===== src/rtl/game_pkg.sv =====
// game_pkg
// Shared types and constants for the round sequencer and its HUD consumers.
//   round_state_t : 3-bit round phase encoding, also driven out for the overlay
//   SCORE_W / SCORE_MAX       : gem score width and saturation value
//   SECONDS_W / SECONDS_MAX   : elapsed-time width and saturation value
//   gem_popcount()            : number of set bits in a gem flag vector (<= 15 gems)
package game_pkg;

    typedef enum logic [2:0] {
        IDLE  = 3'd0,
        CLEAR = 3'd1,
        PLAY  = 3'd2,
        WIN   = 3'd3,
        LOSE  = 3'd4
    } round_state_t;

    localparam int SCORE_W     = 4;
    localparam int SCORE_MAX   = 15;
    localparam int SECONDS_W   = 10;
    localparam int SECONDS_MAX = 999;

    function automatic logic [3:0] gem_popcount(input logic [14:0] bits);
        logic [3:0] cnt;
        cnt = 4'd0;
        for (int i = 0; i < 15; i++) begin
            cnt = cnt + {3'd0, bits[i]};
        end
        return cnt;
    endfunction

endpackage


===== src/rtl/round_timer.sv =====
// round_timer
// Frame-driven elapsed-seconds counter for one game round.
//   Clk        in   system clock
//   Reset      in   asynchronous active-low reset
//   run        in   count frames only while high
//   clear      in   zero both the frame prescaler and the seconds count
//   frame_tick in   one-cycle pulse per video frame
//   seconds    out  elapsed seconds, saturating at SECONDS_MAX
module round_timer
    import game_pkg::*;
#(
    parameter int FRAMES_PER_SEC = 60
) (
    input  logic                 Clk,
    input  logic                 Reset,
    input  logic                 run,
    input  logic                 clear,
    input  logic                 frame_tick,
    output logic [SECONDS_W-1:0] seconds
);

    localparam int FW = (FRAMES_PER_SEC > 1) ? $clog2(FRAMES_PER_SEC) : 1;

    logic [FW-1:0] frame_cnt;

    always_ff @(posedge Clk or negedge Reset) begin
        if (!Reset) begin
            frame_cnt <= '0;
            seconds   <= '0;
        end else if (clear) begin
            frame_cnt <= '0;
            seconds   <= '0;
        end else if (run && frame_tick) begin
            if (frame_cnt == FW'(FRAMES_PER_SEC - 1)) begin
                frame_cnt <= '0;
                if (seconds != SECONDS_W'(SECONDS_MAX)) begin
                    seconds <= seconds + 1'b1;
                end
            end else begin
                frame_cnt <= frame_cnt + 1'b1;
            end
        end
    end

endmodule


===== src/rtl/round_controller.sv =====
// round_controller
// Round sequencer above the gem/score datapath: title -> clear -> play -> win/lose.
//   Clk         in   system clock
//   Reset       in   asynchronous active-low reset
//   frame_tick  in   one-cycle pulse per video frame
//   start_btn   in   start key level; only its rising edge acts
//   gem_dead    in   per-gem collected flags (sticky until gem_clear)
//   p1_at_door  in   player 1 overlaps its exit door
//   p2_at_door  in   player 2 overlaps its exit door
//   hazard_hit  in   a player touched a lethal tile
//   gem_clear   out  synchronous reset pulse to every gem instance
//   score       out  gems collected this round, saturating at 15
//   seconds     out  elapsed round seconds, saturating at 999
//   state       out  round_state_t encoding for the HUD overlay
//   freeze      out  players ignore input while high
//   round_win   out  high while in WIN
//   round_lose  out  high while in LOSE
//
// state | meaning
// IDLE  | title screen, waiting for start
// CLEAR | gem_clear asserted, round counters zeroed
// PLAY  | players move, gems/timer/doors tracked
// WIN   | both players held the doors long enough
// LOSE  | hazard touched or time ran out
module round_controller
    import game_pkg::*;
#(
    parameter int GEM_COUNT      = 2,
    parameter int FRAMES_PER_SEC = 60,
    parameter int TIME_LIMIT     = 300,
    parameter int DOOR_HOLD      = 30,
    parameter int CLEAR_CYCLES   = 4
) (
    input  logic                 Clk,
    input  logic                 Reset,
    input  logic                 frame_tick,
    input  logic                 start_btn,
    input  logic [GEM_COUNT-1:0] gem_dead,
    input  logic                 p1_at_door,
    input  logic                 p2_at_door,
    input  logic                 hazard_hit,
    output logic                 gem_clear,
    output logic [SCORE_W-1:0]   score,
    output logic [SECONDS_W-1:0] seconds,
    output logic [2:0]           state,
    output logic                 freeze,
    output logic                 round_win,
    output logic                 round_lose
);

    localparam int CW = (CLEAR_CYCLES > 1) ? $clog2(CLEAR_CYCLES) : 1;
    localparam int DW = $clog2(DOOR_HOLD + 1);

    round_state_t         state_q;
    round_state_t         state_d;
    logic                 start_prev;
    logic [GEM_COUNT-1:0] gem_prev;
    logic [CW-1:0]        clear_cnt;
    logic [DW-1:0]        door_cnt;

    logic                 start_edge;
    logic                 both_at_door;
    logic                 door_done;
    logic                 timeout;
    logic                 round_clear;
    logic [GEM_COUNT-1:0] gem_rise;
    logic [3:0]           gem_new;
    logic [SCORE_W:0]     score_sum;

    assign start_edge   = start_btn & ~start_prev;
    assign both_at_door = p1_at_door & p2_at_door;
    // The win fires on the tick that would bring the hold count to DOOR_HOLD,
    // so it can collide with a hazard in the same cycle.
    assign door_done    = frame_tick & both_at_door & (door_cnt == DW'(DOOR_HOLD - 1));
    assign timeout      = (TIME_LIMIT != 0) && (32'(seconds) == 32'(TIME_LIMIT));
    // Zeroing on entry keeps score/seconds at 0 for every visible CLEAR cycle.
    assign round_clear  = (state_d == CLEAR);
    assign gem_rise     = gem_dead & ~gem_prev;
    assign gem_new      = gem_popcount(15'(gem_rise));
    assign score_sum    = {1'b0, score} + {1'b0, gem_new};

    always_comb begin
        state_d = state_q;
        case (state_q)
            IDLE:     if (start_edge) state_d = CLEAR;
            CLEAR:    if (clear_cnt == '0) state_d = PLAY;
            PLAY: begin
                if (hazard_hit)     state_d = LOSE;
                else if (timeout)   state_d = LOSE;
                else if (door_done) state_d = WIN;
            end
            WIN, LOSE: if (start_edge) state_d = CLEAR;
            default:  state_d = IDLE;
        endcase
    end

    always_ff @(posedge Clk or negedge Reset) begin
        if (!Reset) begin
            state_q    <= IDLE;
            start_prev <= 1'b0;
            gem_prev   <= '0;
            gem_clear  <= 1'b0;
            freeze     <= 1'b1;
            round_win  <= 1'b0;
            round_lose <= 1'b0;
        end else begin
            state_q    <= state_d;
            start_prev <= start_btn;
            gem_prev   <= gem_dead;
            gem_clear  <= (state_d == CLEAR);
            freeze     <= (state_d != PLAY);
            round_win  <= (state_d == WIN);
            round_lose <= (state_d == LOSE);
        end
    end

    always_ff @(posedge Clk or negedge Reset) begin
        if (!Reset) begin
            clear_cnt <= '0;
        end else if (state_q != CLEAR && state_d == CLEAR) begin
            clear_cnt <= CW'(CLEAR_CYCLES - 1);
        end else if (state_q == CLEAR && clear_cnt != '0) begin
            clear_cnt <= clear_cnt - 1'b1;
        end
    end

    always_ff @(posedge Clk or negedge Reset) begin
        if (!Reset) begin
            score <= '0;
        end else if (round_clear) begin
            score <= '0;
        end else if (state_q == PLAY) begin
            if (score_sum > (SCORE_W + 1)'(SCORE_MAX)) begin
                score <= SCORE_W'(SCORE_MAX);
            end else begin
                score <= score_sum[SCORE_W-1:0];
            end
        end
    end

    always_ff @(posedge Clk or negedge Reset) begin
        if (!Reset) begin
            door_cnt <= '0;
        end else if (round_clear) begin
            door_cnt <= '0;
        end else if (state_q == PLAY && frame_tick) begin
            if (!both_at_door) begin
                door_cnt <= '0;
            end else if (door_cnt != DW'(DOOR_HOLD)) begin
                door_cnt <= door_cnt + 1'b1;
            end
        end
    end

    round_timer #(
        .FRAMES_PER_SEC(FRAMES_PER_SEC)
    ) u_timer (
        .Clk       (Clk),
        .Reset     (Reset),
        .run       (state_q == PLAY),
        .clear     (round_clear),
        .frame_tick(frame_tick),
        .seconds   (seconds)
    );

    assign state = state_q;

endmodule


===== config.mk =====
export PLATFORM = sky130hd
export DESIGN_NAME = round_controller
export DESIGN_NICKNAME = d
export VERILOG_FILES = /design/src/rtl/game_pkg.sv /design/src/rtl/round_timer.sv /design/src/rtl/round_controller.sv
export SDC_FILE = /design/constraint.sdc
export NUM_CORES = 1
export LEC_CHECK = 0
export ABC_AREA = 1
export CORE_AREA = 2 2 67 69
export CTS_BUF_LIST = sky130_fd_sc_hd__clkbuf_4
export CTS_CLUSTER_DIAMETER = 200
export DETAILED_ROUTE_END_ITERATION = 8
export DIE_AREA = 0 0 69 71
export PLACE_DENSITY = 0.89
export SLEW_MARGIN = 40
export SYNTH_ARGS = -nofsm -noshare
export SYNTH_HDL_FRONTEND = slang
export SYNTH_SLANG_ARGS = --single-unit
export TNS_END_PERCENT = 1

===== constraint.sdc =====
create_clock -name Clk -period 5.01 [get_ports Clk]
set_input_delay 1.503 -clock Clk [delete_from_list [all_inputs] [get_ports Clk]]
set_output_delay 1.503 -clock Clk [all_outputs]
set_load 0.1 [all_outputs]

==> results of run 1 <==
## flip-flops by register name (all words and copies together) (netlist names)
name and count:
round_lose 1, u_timer.seconds 10, state 3, start_prev 1, u_timer.frame_cnt 6, freeze 1, score 4, gem_prev 2
round_win 1, gem_clear 1, clear_cnt 2, door_cnt 5
## path summary, 6_finish.rpt
path | from | end | slack (ps) | depth (start not counted)
setup / recovery | frame_tick | u_timer.seconds[3]$_DFFE_PN0P_ | 2080 | 5
hold / removal | u_timer.frame_cnt[1]$_DFFE_PN0P_ | u_timer.frame_cnt[1]$_DFFE_PN0P_ | 530 | 2
setup reg to reg | u_timer.frame_cnt[0]$_DFFE_PN0P_ | u_timer.seconds[3]$_DFFE_PN0P_ | 2800 | 7
hold reg to reg | u_timer.frame_cnt[1]$_DFFE_PN0P_ | u_timer.frame_cnt[1]$_DFFE_PN0P_ | 530 | 2
max in group asynchronous | Reset | freeze$_DFF_PN1_ | 3100 | 2
min in group asynchronous | Reset | gem_prev[1]$_DFF_PN0_ | 1570 | 2
## cell type report
cell class | count | share of cell area
multi-input combinational | 191 | 0.442
sequential | 37 | 0.374
timing repair buffer | 30 | 0.0778
inverter | 37 | 0.0571
tap | 52 | 0.0263
clock buffer | 7 | 0.0212
clock inverter | 1 | 0.00152
## synth_stat cells, types with 3 or more instances
| cell type | instances | share of area |
|---|---|---|
| nand2_1 | 71 | 0.12 |
| dfrtp_1 | 36 | 0.41 |
| inv_1 | 33 | 0.057 |
| nor2_1 | 21 | 0.036 |
| nand3_1 | 14 | 0.032 |
| o21ai_0 | 14 | 0.032 |
| xor2_1 | 14 | 0.056 |
| o311ai_0 | 10 | 0.040 |
| ha_1 | 8 | 0.046 |
| nand4_1 | 6 | 0.017 |
| a21oi_1 | 5 | 0.011 |
| nand3_2 | 4 | 0.018 |
| clkbuf_1 | 3 | 0.0051 |
| inv_2 | 3 | 0.0051 |
| nor3_1 | 3 | 0.0069 |
## worst min-delay path, delay by kind of cell (launching register included)
family	cells	cell delay, ps
flip-flops	1	390
AND/OR/NAND/NOR	2	110
## layer usage
layer | part of all wire | vias up | track usage
met5 | 0 | - | 0
met3 | 0.057 | 7 | 0.0484
met1 | 0.46 | 861 | 0.267
li1 | - | 951 | -
met4 | 0.017 | 0 | 0.0806
met2 | 0.46 | 51 | 0.322
## logic make-up (layout without fill, tap and decap cells)
family          Yosys count  in the layout
simple gates            131            131
buf+inv                  42             75
flops                    37             37
compound gates           36             36
xor+xnor                 15             15
fa+ha+maj                 9              9
## where the power goes
group	internal, uW	total (uW)	switching [uW]	leakage [uW]
clock network	64.8	160	95.7	0.0000338
logic	165	812	647	0.000746
registers	365	425	60.4	0.000491
total	595	1400	803	0.00127
## through the flow
| step | std cells | hold slack [ps] | utilization | cell area (um2) |
|---|---|---|---|---|
| global placement | 347 | 482 | 0.601 | 2530 |
| global route | 355 | 554 | 0.589 | 2480 |
| CTS | 355 | 531 | 0.589 | 2480 |
| detailed placement | 347 | 504 | 0.576 | 2420 |
| floorplan | 270 | 464 | - | 2190 |
| finish | 355 | 532 | 0.589 | 2480 |
## cells in the final DEF, fill, tap and decap left out, types with 2 or more instances in the layout
| cell | instances |
|---|---|
| clkdlybuf4s50_1 | 8 |
| nor2_1 | 21 |
| dfrtp_1 | 36 |
| nand3b_1 | 2 |
| ha_1 | 8 |
| xor2_1 | 14 |
| clkbuf_4 | 7 |
| inv_1 | 33 |
| nand2_2 | 2 |
| nand3_2 | 4 |
| o22ai_1 | 2 |
| nand3_1 | 14 |
| nor2_2 | 2 |
| nand2_1 | 71 |
| nor3_1 | 3 |
| inv_2 | 3 |
| a21oi_1 | 5 |
| nand2_4 | 2 |
| o311ai_0 | 10 |
| buf_2 | 21 |
| nand4_1 | 6 |
| o21ai_0 | 14 |
| or2_2 | 2 |
==> results.sh, run 1 <==
export IMPL_grt_max_degree=38
export IMPL_p_leak_uw=0.00127
export IMPL_wl_per_cell_um=12.7
export IMPL_hold_viol=0
export IMPL_p_total_uw=1400
export IMPL_dpl_worst_slack_ps=1710
export IMPL_rows=24
export IMPL_clock_path_buffers=2
export IMPL_period_minus_slack_ps=2930
export IMPL_postSynthCellCount=270
export IMPL_crit_path_frequent_cell="nand2_1"
export IMPL_max_freq_mhz=341
export IMPL_syn_area_um2=2190
export IMPL_drt_iter0_markers=129
export IMPL_synth_compound_area_share=0.111
export IMPL_crit_slowest_cell="o31ai_2"
export IMPL_syn_area_per_cell_um2=8.11
export IMPL_grt_pass1_vias=1783
export IMPL_synth_xor_area_share=0.0600
export IMPL_dieWidth_um=69
export IMPL_tightest_slew_ps=750
export IMPL_start_util=0.521
export IMPL_post_cts_resized=0
export IMPL_clock_skew_ps=8.27
export IMPL_numCtsBuffers=5
export IMPL_final_nets=320
export IMPL_root_buffer="clkbuf_4"
export IMPL_clkLatencyLatePin_ps=350
export IMPL_slew_headroom=0.497
export IMPL_clock_sinks=37
export IMPL_maxCapViolCount=0
export IMPL_io_pins=30
export IMPL_cpPeakStageDelay_ps=760
export IMPL_powerDensity_nw_per_um2=564
export IMPL_fillers=386
export IMPL_synthArstFlopShare=1.00
export IMPL_overflow=0
export IMPL_cp_max_fo=13
export IMPL_synth_mux_area_frac=0
export IMPL_place_gp_congestion=0.872
export IMPL_grt_pass1_wl_um=7920
export IMPL_ys_flop_type="dfrtp_1"
export IMPL_synth_top_family_by_area="simple AND/OR/NAND/NOR gates"
export IMPL_vias=1870
export IMPL_viasPerCell=5.27
export IMPL_ant_nets=0
export IMPL_grt_usage=0.202
export IMPL_setup_ws_ps=2080
export IMPL_die_area_um2=4900
export IMPL_core_area_um2=4200
export IMPL_end_kind="register"
export IMPL_holdCritPathClass="reg2reg"
export IMPL_maxSlewViolCount=0
export IMPL_yosysSeqAreaShare=0.423
export IMPL_setup_viol=0
export IMPL_yosysWarnings=0
export IMPL_portBuffers=29
export IMPL_synth_nets=288
export IMPL_hpwlAfterDp_um=3230
export IMPL_wirelength_um=4500
export IMPL_status="finished, final reports clean"
export IMPL_rsz0062_at_grt="false"
export IMPL_synthSimpleGateAreaFrac=0.274
export IMPL_finalCritPeriodShare=0.585
export IMPL_synth_edff_count=0
export IMPL_cp_cell_sequence="clkdlybuf4s50_1 > nand2_1 > o31ai_2 > nand2_1 > nand2_1"
export IMPL_critPathKind="in2reg"
export IMPL_ff_latch_area_um2=927
export IMPL_peakVddDrop_mv=0.352
export IMPL_crit_required_ps=5300
export IMPL_ys_ff_latch=37
export IMPL_drc=0
export IMPL_die_y_um=71
export IMPL_n_antenna_cell=0
export IMPL_multi_input_area_um2=1090
export IMPL_cp_start_kind="primary input"
export IMPL_tritoncts="done"
export IMPL_antenna_found_initial=0
export IMPL_hold_buffers=0
export IMPL_dr_pass1_iters=4
export IMPL_cts_setup_buffers=0
export IMPL_drive_above_1_share=0.162
export IMPL_synthAdderAreaFrac=0.0548
export IMPL_yosysUniqueCellTypes=34
export IMPL_cp_num_buf_inv=1
export IMPL_cp_top_family="compound AO/OA/AOI/OAI gates"
export IMPL_crit_arrival_ps=3220
export IMPL_tns_ps=0
export IMPL_path_clk_slew_ps=110
export IMPL_area_growth_pct=13.1
export IMPL_cts_max_level=2
Note: power is estimated with default switching activity, not from simulation.
==> run 2, diff against run 1 <==
- CORE_AREA: 2 2 67 69 -> 2 2 69 71
- DIE_AREA: 0 0 69 71 -> 0 0 71 73
- PLACE_DENSITY: 0.89 -> 0.88
- clock period: 5.01 -> 2.5 ns (I/O delays scaled with it)
==> results.sh, run 2 (synthesized netlist as in run 1, its figures left out) <==
export IMPL_vias=1913
export IMPL_area_growth_pct=17.2
export IMPL_crit_arrival_ps=2310
export IMPL_dr_pass1_iters=4
export IMPL_crit_required_ps=2720
export IMPL_clock_skew_ps=10.1
export IMPL_p_leak_uw=0.00130
export IMPL_setup_ws_ps=417
export IMPL_wl_per_cell_um=12.6
export IMPL_drive_above_1_share=0.179
export IMPL_grt_max_degree=38
export IMPL_layout_common_cells="nand2_1 (71), dfrtp_1 (36), inv_1 (33)"
export IMPL_ant_nets=0
export IMPL_tns_ps=0
export IMPL_drc=0
export IMPL_ff_latch_area_um2=927
export IMPL_multi_input_area_um2=1090
export IMPL_critPathKind="in2reg"
export IMPL_powerDensity_nw_per_um2=1140
export IMPL_io_pins=30
export IMPL_max_freq_mhz=480
export IMPL_die_area_um2=5180
export IMPL_portBuffers=29
export IMPL_n_antenna_cell=0
export IMPL_largest_reg_flops=10
export IMPL_clkLatencyLatePin_ps=330
export IMPL_reg_top3="u_timer.seconds (10), u_timer.frame_cnt (6), door_cnt (5)"
export IMPL_rsz0062_at_grt="false"
export IMPL_overflow=0
export IMPL_finalCritPeriodShare=0.833
export IMPL_rows=25
export IMPL_busiest_layer="met2"
export IMPL_drt_iter0_markers=117
export IMPL_status="finished, final reports clean"
export IMPL_cp_max_fo=3
export IMPL_r2r_cells=8
export IMPL_start_util=0.483
export IMPL_grtUsageMet2=0.327
export IMPL_p_total_uw=2940
export IMPL_tightest_slew_ps=742
export IMPL_clock_sinks=37
export IMPL_end_kind="register"
export IMPL_path_clk_slew_ps=110
export IMPL_r2r_start="u_timer.seconds[0]$_DFFE_PN0P_"
export IMPL_cts_max_level=2
export IMPL_cp_start_kind="primary input"
export IMPL_hold_buffers=0
export IMPL_grt_use_met1=0.266
export IMPL_wirelength_um=4560
export IMPL_root_buffer="clkbuf_4"
export IMPL_dpl_worst_slack_ps=48.8
export IMPL_maxSlewViolCount=0
export IMPL_slew_headroom=0.502
export IMPL_clock_path_buffers=2
export IMPL_die_y_um=73
export IMPL_grt_pass1_wl_um=8240
export IMPL_regMostFlops="u_timer.seconds"
export IMPL_place_gp_congestion=0.846
export IMPL_fillers=413
export IMPL_viasPerCell=5.28
export IMPL_global_route_usage_met3=0.0401
export IMPL_numCtsBuffers=5
export IMPL_hold_viol=0
export IMPL_antenna_found_initial=0
export IMPL_core_area_um2=4540
export IMPL_post_cts_resized=0
export IMPL_cts_setup_buffers=0
export IMPL_peakVddDrop_mv=0.796
export IMPL_r2r_slack_ps=530
export IMPL_grt_pass1_vias=1829
export IMPL_holdCritPathClass="in2async"
export IMPL_maxCapViolCount=0
export IMPL_grt_usage=0.198
export IMPL_final_nets=326
export IMPL_final_common_cell="nand2_1"
export IMPL_regToRegEndpoint="u_timer.seconds[6]$_DFFE_PN0P_"
export IMPL_tritoncts="done"
export IMPL_hpwlAfterDp_um=3390
export IMPL_setup_viol=0
export IMPL_period_minus_slack_ps=2080
export IMPL_dieWidth_um=71
run 2: per-stage QoR:
step / util / area [um2] / hold slack, ps / std cells
after global placement: 0.555 / 2520 / 486 / 355
final: 0.566 / 2570 / 355 / 362
after detailed placement: 0.555 / 2520 / 495 / 355
after CTS: 0.566 / 2560 / 520 / 362
after global routing: 0.566 / 2570 / 375 / 362
after floorplan: - / 2190 / 454 / 270
run 2: worst max path at each step:
stage,from,endpoint,slack (ps),depth (start not counted)
after floorplan,u_timer.seconds[0]$_DFFE_PN0P_,u_timer.seconds[6]$_DFFE_PN0P_,220,13
after global placement,gem_dead[0],score[3]$_DFFE_PN0P_,120,9
after detailed placement,gem_dead[0],score[2]$_DFFE_PN0P_,50,10
after CTS,gem_dead[0],score[3]$_DFFE_PN0P_,420,9
after global routing,gem_dead[0],score[3]$_DFFE_PN0P_,290,9
final,gem_dead[0],score[2]$_DFFE_PN0P_,420,10
run 2: critical path, stage by stage:
cell and delay (ps):
clkdlybuf4s50_1 480, nand2_1 70, fa_1 410, inv_1 70
ha_1 150, nand2_1 80, inv_1 80, nand2_1 50
o21ai_0 70, o22ai_1 90
run 2: final cells by class:
cell class / count / share of cell area
Multi-Input combinational cell: 191 / 0.426
Sequential cell: 37 / 0.361
Timing Repair Buffer: 36 / 0.112
Inverter: 37 / 0.0551
Tap cell: 54 / 0.0263
Clock buffer: 6 / 0.0175
Clock inverter: 1 / 0.00146
run 2: routing by layer:
metal	vias to the layer above	part of all wire
met1	904	0.47
met3	4	0.054
met2	49	0.47
li1	956	-
met4	0	0.0075
met5	-	0
run 2: power breakdown:
part / leakage [uW] / switching, uW / total, uW / internal [uW]
Combinational: 0.000777 / 1330 / 1780 / 447
Sequential: 0.000491 / 128 / 860 / 731
Clock: 0.0000292 / 187 / 300 / 113
